File: src/rtl/serial_tx.sv
// serial_tx: parallel-to-serial frame transmitter.
// Sends each accepted word as one frame: a start bit (0), DATA_WIDTH data bits
// LSB first, then a stop bit (1). Every bit is held for CLKS_PER_BIT clocks.
// All outputs are registered. The line idles high.
//
// Ports
//   clock      : rising-edge clock
//   reset      : asynchronous, active-high reset
//   tx_valid   : tx_data holds a word to send
//   tx_data    : parallel payload word (sampled only on the accept edge)
//   tx_ready   : high only in IDLE; accept = tx_valid & tx_ready at an edge
//   serial_out : serial line (idle 1)
//   busy       : frame in progress
//   done       : one-cycle pulse on the edge that ends the stop bit
module serial_tx #(
    parameter int DATA_WIDTH   = 8,
    parameter int CLKS_PER_BIT = 4
) (
    input  logic                  clock,
    input  logic                  reset,
    input  logic                  tx_valid,
    input  logic [DATA_WIDTH-1:0] tx_data,
    output logic                  tx_ready,
    output logic                  serial_out,
    output logic                  busy,
    output logic                  done
);

    localparam int CW = (CLKS_PER_BIT > 1) ? $clog2(CLKS_PER_BIT) : 1;
    localparam int BW = (DATA_WIDTH > 1) ? $clog2(DATA_WIDTH) : 1;
    localparam logic [CW-1:0] CNT_MAX = CW'(CLKS_PER_BIT - 1);
    localparam logic [BW-1:0] BIT_MAX = BW'(DATA_WIDTH - 1);

    typedef enum logic [1:0] {
        IDLE,
        START,
        DATA,
        STOP
    } state_t;

    state_t                state_q, state_d;
    logic [CW-1:0]         cnt_q, cnt_d;
    logic [BW-1:0]         bit_q, bit_d;
    logic [DATA_WIDTH-1:0] shift_q, shift_d;
    logic                  serial_q, serial_d;
    logic                  ready_q, ready_d;
    logic                  busy_q, busy_d;
    logic                  done_q, done_d;
    logic                  bit_end;

    assign bit_end = (cnt_q == CNT_MAX);

    always_comb begin
        state_d  = state_q;
        cnt_d    = cnt_q;
        bit_d    = bit_q;
        shift_d  = shift_q;
        serial_d = serial_q;
        busy_d   = busy_q;
        ready_d  = 1'b0;
        done_d   = 1'b0;

        unique case (state_q)
            IDLE: begin
                serial_d = 1'b1;
                busy_d   = 1'b0;
                cnt_d    = '0;
                bit_d    = '0;
                ready_d  = 1'b1;
                if (tx_valid && ready_q) begin
                    // Start bit goes out on the accept edge itself.
                    state_d  = START;
                    shift_d  = tx_data;
                    serial_d = 1'b0;
                    busy_d   = 1'b1;
                    ready_d  = 1'b0;
                end
            end
            START: begin
                cnt_d = bit_end ? '0 : cnt_q + CW'(1);
                if (bit_end) begin
                    // Data bit n is presented from shift_q[0]; shift once per bit.
                    state_d  = DATA;
                    serial_d = shift_q[0];
                    shift_d  = shift_q >> 1;
                end
            end
            DATA: begin
                cnt_d = bit_end ? '0 : cnt_q + CW'(1);
                if (bit_end) begin
                    if (bit_q == BIT_MAX) begin
                        state_d  = STOP;
                        serial_d = 1'b1;
                        bit_d    = '0;
                    end else begin
                        bit_d    = bit_q + BW'(1);
                        serial_d = shift_q[0];
                        shift_d  = shift_q >> 1;
                    end
                end
            end
            STOP: begin
                cnt_d = bit_end ? '0 : cnt_q + CW'(1);
                if (bit_end) begin
                    state_d  = IDLE;
                    serial_d = 1'b1;
                    busy_d   = 1'b0;
                    ready_d  = 1'b1;
                    done_d   = 1'b1;
                end
            end
            default: begin
                state_d  = IDLE;
                serial_d = 1'b1;
                busy_d   = 1'b0;
            end
        endcase
    end

    always_ff @(posedge clock or posedge reset) begin
        if (reset) begin
            state_q  <= IDLE;
            cnt_q    <= '0;
            bit_q    <= '0;
            shift_q  <= '0;
            serial_q <= 1'b1;
            ready_q  <= 1'b0;
            busy_q   <= 1'b0;
            done_q   <= 1'b0;
        end else begin
            state_q  <= state_d;
            cnt_q    <= cnt_d;
            bit_q    <= bit_d;
            shift_q  <= shift_d;
            serial_q <= serial_d;
            ready_q  <= ready_d;
            busy_q   <= busy_d;
            done_q   <= done_d;
        end
    end

    assign tx_ready   = ready_q;
    assign serial_out = serial_q;
    assign busy       = busy_q;
    assign done       = done_q;

endmodule

File: config.mk
export PLATFORM = sky130hd
export DESIGN_NAME = serial_tx
export DESIGN_NICKNAME = d
export VERILOG_FILES = /design/src/rtl/serial_tx.sv
export SDC_FILE = /design/constraint.sdc
export NUM_CORES = 1
export LEC_CHECK = 0
export ABC_AREA = 1
export ABC_CLOCK_PERIOD_IN_PS = 4040
export CELL_PAD_IN_SITES_DETAIL_PLACEMENT = 0
export CELL_PAD_IN_SITES_GLOBAL_PLACEMENT = 1
export CORE_MARGIN = 4
export CORE_UTILIZATION = 44
export CTS_BUF_LIST = sky130_fd_sc_hd__clkbuf_4
export DETAILED_ROUTE_END_ITERATION = 7
export GPL_TIMING_DRIVEN = 0
export PLACE_DENSITY = 0.95
export SLEW_MARGIN = 30
export SYNTH_ARGS = -nofsm -noshare
export SYNTH_HDL_FRONTEND = slang
export SYNTH_SLANG_ARGS = --single-unit
export TNS_END_PERCENT = 5
File: constraint.sdc
create_clock -name clock -period 4.04 [get_ports clock]
set_clock_uncertainty 0.1 [all_clocks]
set_input_delay 0.606 -clock clock [delete_from_list [all_inputs] [get_ports clock]]
set_output_delay 0.606 -clock clock [all_outputs]
set_load 0.03 [all_outputs]
==> results.md, run 1 <==
* Cells after Synth at 135
* Post-Syn Area per Cell at 7.998 um^2
* Synth top area cells: dfrtp_1 42%, nand2_1 19%, ha_1 9.3%
* Final RePlAce weighted congestion at 0.8425
* Number of setup buffers added after CTS at 0
* Final setup fails at 0
* Layout cells sized above 1 at 0.1111
* FP Rows at 17
* Resized cells post-CTS at 0
* Slew of the pin with the lowest slew margin at approximately 0.73 ns
* Clock Power Share at 0.101
* Yosys Warn Count at 0
* IO Pins at 15
* CP Launch Point: serial_out$_DFFE_PP1P_
* Tmin final at around 2.2 ns
* Worst setup EP type: output port
* Worst Path Required at roughly 3.3 ns
* Number of global-route vias before repair at 860
* Final ANT Viol Nets at 0
* # diodes at 0
* Yosys reg bits at 19
* Register-to-register setup slack at 2.43 ns
* Setup TNS at 0 ns
* Nets at 173
* Yosys top cell area share at 0.4171
* Pwr dens at 815.7 nW/um^2
* Aggregate global routing overflow at 0
* Die area at 3311 um^2
* Max_cap viols at 0
* Vias at 917
* # clock sinks at 19
* Critical path startpoint category: flop
* Hold path cells at 1
* Hold WS at approximately 0.34 ns
* PortBufs at 14
* CP max FO at 2
* Worst skew pair latency at 0.31 ns
* Period utilization at 0.5491
* Drt pass-1 iters at 4
* Status: completed
* Synthesis-to-finish area growth at 19.00%
* Reg power frac at 0.294
* Vias/cell at 5.066
* Leakage power at 0.7083 nW
* Yosys cell types at 23
* Crit-path cells: clkdlybuf4s50_1
* RSZ-0062 raised after global routing: no
* Post-Route WL at between 2000 and 2500 um
* CP max stage delay at 0.66 ns
* Sw Share at 0.4820
* CP Buf/Inv Count at 1
* CP Class: flop to output port
* Slew Limit Fails at 0
* Reg2reg start: state_q[0]$_DFFE_PP0P_
* 1st-iter DRT viols at 18
* Worst R2R End: shift_q[2]$_DFFE_PP0P_
* Synthesized net count at 154
* Seq. cell area at 476.7 um^2
* Core ar. at 2276 um^2
* CTS tree: built
* Total GRT Usage at 0.1484
* Dpl hpwl at 1652 um
* Starting density of the core at 0.4744
* Comb power frac at 0.605
* Filler cells at 213
* Root Buffer Master: clkbuf_4
* Family with the most delay on the worst path: buffers and inverters
* HP Class: flop to flop
* Largest net degree at the start of global routing at 20
* Initial antenna violation count at 0
* CTS Hold Buffers Added at 0
* WP data arrival at between 1.5 and 2 ns
* First-pass GRT wire length at 3870 um
* Final hold violation count at 0
* Worst R2R Path Depth at 9
* Pint at 0.0005430 W
* Slowest cell on crit path: clkdlybuf4s50_1
* Post-Syn Area at 1080 um^2
* Largest area contributor in the netlist: dfrtp_1
* Total CTS buffers at 3
* CTS H-tree lvls at 1
* Clk pin slew, worst setup/hold paths at 0.11 ns
* Residual DRC at 0
* Fmax at approximately 450 MHz
* Hold Startpoint: cnt_q[0]$_DFF_PP0_
* Area occupied by multi-input gates at 526.8 um^2
* Die Wd at 57.54 um
* Longest Clk Path Bufs at 2
* Wire per inst at roughly 12 um
* Net Switching at 0.0005052 W
* Worst hold path endpoint: cnt_q[0]$_DFF_PP0_
* Peak VDD IR at between 0.3 and 0.4 mV
* Die Span Y at 57.54 um
* Register area share after synthesis at 0.4415
* Slew HR at 0.5127
## through the flow
stage,instance area (um^2),setup WS (ns),power [W],std cells,utilization
final,1285,1.822,0.001048,181,0.5646
after global routing,1285,1.770,0.001155,181,0.5646
after CTS,1285,1.804,0.001065,181,0.5646
after detailed placement,1255,2.012,0.0009538,177,0.5514
after global placement,1255,2.045,0.0009344,177,0.5514
after floorplan,1080,2.606,0.0007904,135,-
## layer usage
metal  global-route usage  part of all wire  vias up
met5                    0                 0        -
met4              0.06954             0.022        0
met3              0.02036             0.043        5
met2               0.2339              0.46       17
met1               0.1992              0.48      437
li1                     -                 -      458
## cell families after synthesis
logic type,Yosys count,synth area share
AND/OR/NAND/NOR,83,0.3488
flip-flops,19,0.4415
buffers and inverters,17,0.07068
AO/OA/AOI/OAI,8,0.04633
adder cells (fa/ha/maj),8,0.09270
## area by class of cell
cell class	instances	share of cell area
sequential	19	0.3710
buffer	3	0.01850
tap	28	0.02726
inverter	14	0.04090
timing repair buffer	14	0.1091
multi-input combinational	99	0.4099
clock buffer	4	0.02337
## power by group through the flow
stage / registers, W / logic, W / clock network [W]
floorplan: 0.000335 / 0.000456 / 0
global placement: 0.000310 / 0.000624 / 0
detailed placement: 0.000313 / 0.000641 / 0
CTS: 0.000309 / 0.000643 / 0.000112
global route: 0.000318 / 0.000718 / 0.000119
finish: 0.000308 / 0.000634 / 0.000106
## synthesized netlist by cell type, drive strengths merged
master,count
dfrtp,18
nand2,59
nor2,5
nand3,17
nand3b,1
o21bai,2
buf,3
dfstp,1
o21ai,3
ha,8
nor3,1
inv,14
a21oi,1
o31ai,2
## placed cells by master (no fill, tap or decap), drive strengths merged
cell	Yosys	routed
inv	14	14
o31ai	2	2
nor3	1	1
clkdlybuf4s50	0	14
nand2	59	59
dfrtp	18	18
a21oi	1	1
nor2	5	5
dfstp	1	1
nand3b	1	1
o21bai	2	2
ha	8	8
nand3	17	17
o21ai	3	3
buf	3	3
clkbuf	0	4
## flip-flops by register name, summed over array words and instances, names as in the netlist
name,cells
cnt_q,2
tx_ready,1
shift_q,8
bit_q,3
state_q,2
serial_out,1
busy,1
done,1
## worst max-delay path by stage
stage | endpoint | slack (ns) | cells after the start
2_1_floorplan | shift_q[7]$_DFFE_PP0P_ | 2.61 | 8
3_3_place_gp | state_q[1]$_DFFE_PP0P_ | 2.04 | 7
3_5_place_dp | state_q[0]$_DFFE_PP0P_ | 2.01 | 7
4_1_cts | serial_out | 1.80 | 1
5_1_grt | serial_out | 1.77 | 1
6_report | serial_out | 1.82 | 1
Note: power is estimated with default switching activity, not from simulation.
==> run 2: changes to the inputs <==
Settings changed: ABC_CLOCK_PERIOD_IN_PS 4040 to 2100, CORE_UTILIZATION 44 to 41, PLACE_DENSITY 0.95 to 0.89.
Clock period 4.04 ns to 2.1 ns, I/O delays scaled along.
==> run 2 against run 1 <==
Wire length fell by 5.1%. First-iteration DRC count is 39% higher. Critical path type unchanged. Final cell count is 1.1% higher. Via count fell by 0.55%. Non-clock buffer count is the same. Setup slack worse by 1.6 ns. Sequential power rose by 93%. Worst hold slack worse by 0.023 ns. Clock-buffer cell count did not move. Sequential share of layout area decreased by 0.072 points. Critical endpoint unchanged. Largest cell class unchanged.
==> results.md, run 2 (synthesized netlist as in run 1, its figures left out) <==
* Status: completed
* Family with the most delay on the worst path: buffers and inverters
* Period utilization at 0.9143
* Setup TNS at 0 ns
* First-pass GRT wire length at 3677 um
* Pwr dens at 1564 nW/um^2
* Total GRT Usage at 0.1369
* # clock sinks at 19
* Nets at about 170
* 1st-iter DRT viols at 25
* Post-Route WL at 2085 um
* FP Rows at 18
* Drt pass-1 iters at 4
* Number of setup buffers added after CTS at 0
* WP data arrival at 1.50 ns
* Final RePlAce weighted congestion at 0.8307
* Slew of the pin with the lowest slew margin at around 0.71 ns
* Die Span Y at 59.32 um
* Longest Clk Path Bufs at 2
* Peak VDD IR at 0.8255 mV
* Layer with the highest usage: met2
* Fmax at 520.8 MHz
* Synthesis-to-finish area growth at 19.23%
* Met2 Track Usage GR at 0.2293
* CP Buf/Inv Count at 1
* IO Pins at 15
* # diodes at 0
* Total CTS buffers at 3
* Largest Register: shift_q
* Worst Path Required at 1.68 ns
* Most common cell after layout, fill and taps aside: nand2_1
* Fin cells at 183
* Crit-path cells: clkdlybuf4s50_1
* Worst skew pair latency at 0.30 ns
* M3 GR Usage at 0.01307
* Slew Limit Fails at 0
* Number of global-route vias before repair at 872
* Die Wd at 59.32 um
* Number of flip-flops in the largest register at 8
* Slowest cell on crit path: clkdlybuf4s50_1
* Final hold violation count at 0
* CTS H-tree lvls at 1
* Hold WS at between 0.3 and 0.4 ns
* CP max FO at 2
* Starting density of the core at 0.4319
* Met1 usage at 0.1744
* HP Class: input pin to async pin
* Layout cells sized above 1 at 0.1111
* Core ar. at between 2000 and 2500 um^2
* Final ANT Viol Nets at 0
* PortBufs at 14
* Critical path startpoint category: flop
* Power, Total at 0.002013 W
* Resized cells post-CTS at 0
* Clk pin slew, worst setup/hold paths at 0.11 ns
* Placed Instances at 179
* RSZ-0062 raised after global routing: no
* CP Class: flop to output port
* CTS tree: built
* Aggregate global routing overflow at 0
* CP max stage delay at ~0.66 ns
* Residual DRC at 0
* Tmin final at 1.920 ns
* CTS Hold Buffers Added at 0
* Fin util at 0.5150
* Largest net degree at the start of global routing at 20
* Root Buffer Master: clkbuf_4
* Register-to-register setup slack at 0.48 ns
* Vias at between 900 and 1000
* Worst setup EP type: output port
* Slew HR at 0.5243
* Vias/cell at 4.984
* Largest registers: shift_q x8, bit_q x3
* Final setup fails at 0
* Most frequent cells in the layout: 55 x nand2_1, 18 x dfrtp_1, 16 x nand3_1
* Max_cap viols at 0
* Wire per inst at ~11 um
* Initial antenna violation count at 0
* Leakage power at about 0.71 nW
* Dpl hpwl at 1591 um
* Die area at roughly 3500 um^2
-- run 2: cell counts in the layout (fill, tap and decap cells not counted) --
Identical to the previous run, type by type.
-- run 2: where the power goes --
| part | total [W] | leakage (nW) | switching [W] | internal (W) |
|---|---|---|---|---|
| clock network | 0.000200 | 0.0184 | 0.000113 | 0.0000870 |
| registers | 0.000594 | 0.245 | 0.0000739 | 0.000521 |
| logic | 0.00122 | 0.445 | 0.000782 | 0.000436 |
-- run 2: path summary, 6_finish.rpt --
check | from | end | depth (start not counted)
worst max-delay path | serial_out$_DFFE_PP1P_ | serial_out | 1
worst min-delay path | reset | state_q[0]$_DFFE_PP0P_ | 2
worst max register to register | state_q[0]$_DFFE_PP0P_ | shift_q[4]$_DFFE_PP0P_ | 9
worst min register to register | cnt_q[0]$_DFF_PP0_ | cnt_q[0]$_DFF_PP0_ | 1
max in group asynchronous | reset | bit_q[2]$_DFFE_PP0P_ | 2
min in group clock | cnt_q[0]$_DFF_PP0_ | cnt_q[0]$_DFF_PP0_ | 1
-- run 2: per-stage QoR --
stage	setup slack [ns]	instance area, um^2
after floorplan	0.6664	1080
final	0.1800	1287
after global placement	0.3901	1257
after CTS	0.1638	1287
after global routing	0.1441	1287
after detailed placement	0.3720	1257
-- run 2: per-layer routing --
metal | share of wire | vias up | wire, um
li1 | - | 459 | -
met1 | 0.47 | 436 | 972
met2 | 0.48 | 12 | 1003
met3 | 0.033 | 5 | 68
met4 | 0.019 | 0 | 40
met5 | 0 | - | 0
-- run 2: layout make-up --
class,count,area [um^2]
clock buffer,4,30.03
buffer,3,23.77
fill,252,1212
sequential,19,476.7
multi-input combinational,99,526.8
tap,30,37.54
timing repair buffer,14,140.1
inverter,14,52.55
==> run 3: changes to the inputs <==
Settings changed: ABC_CLOCK_PERIOD_IN_PS 2100 to 2400, CORE_UTILIZATION 41 to 44, PLACE_DENSITY 0.89 to 0.95, SETUP_SLACK_MARGIN from default to 0.1.
Clock period 2.1 ns to 2.4 ns, I/O delays scaled along.
==> results of run 3 <==
Same layout as run 1 (identical final DEF). Status: completed.
Main changes from that run: setup slack after placement 2.012 ns -> 0.6177 ns; setup slack after layout 1.822 ns -> 0.4275 ns; register-to-register setup slack 2.43 ns -> 0.79 ns; total power 0.001048 W -> 0.001764 W; worst IR drop on VDD 0.3954 mV -> 0.6656 mV
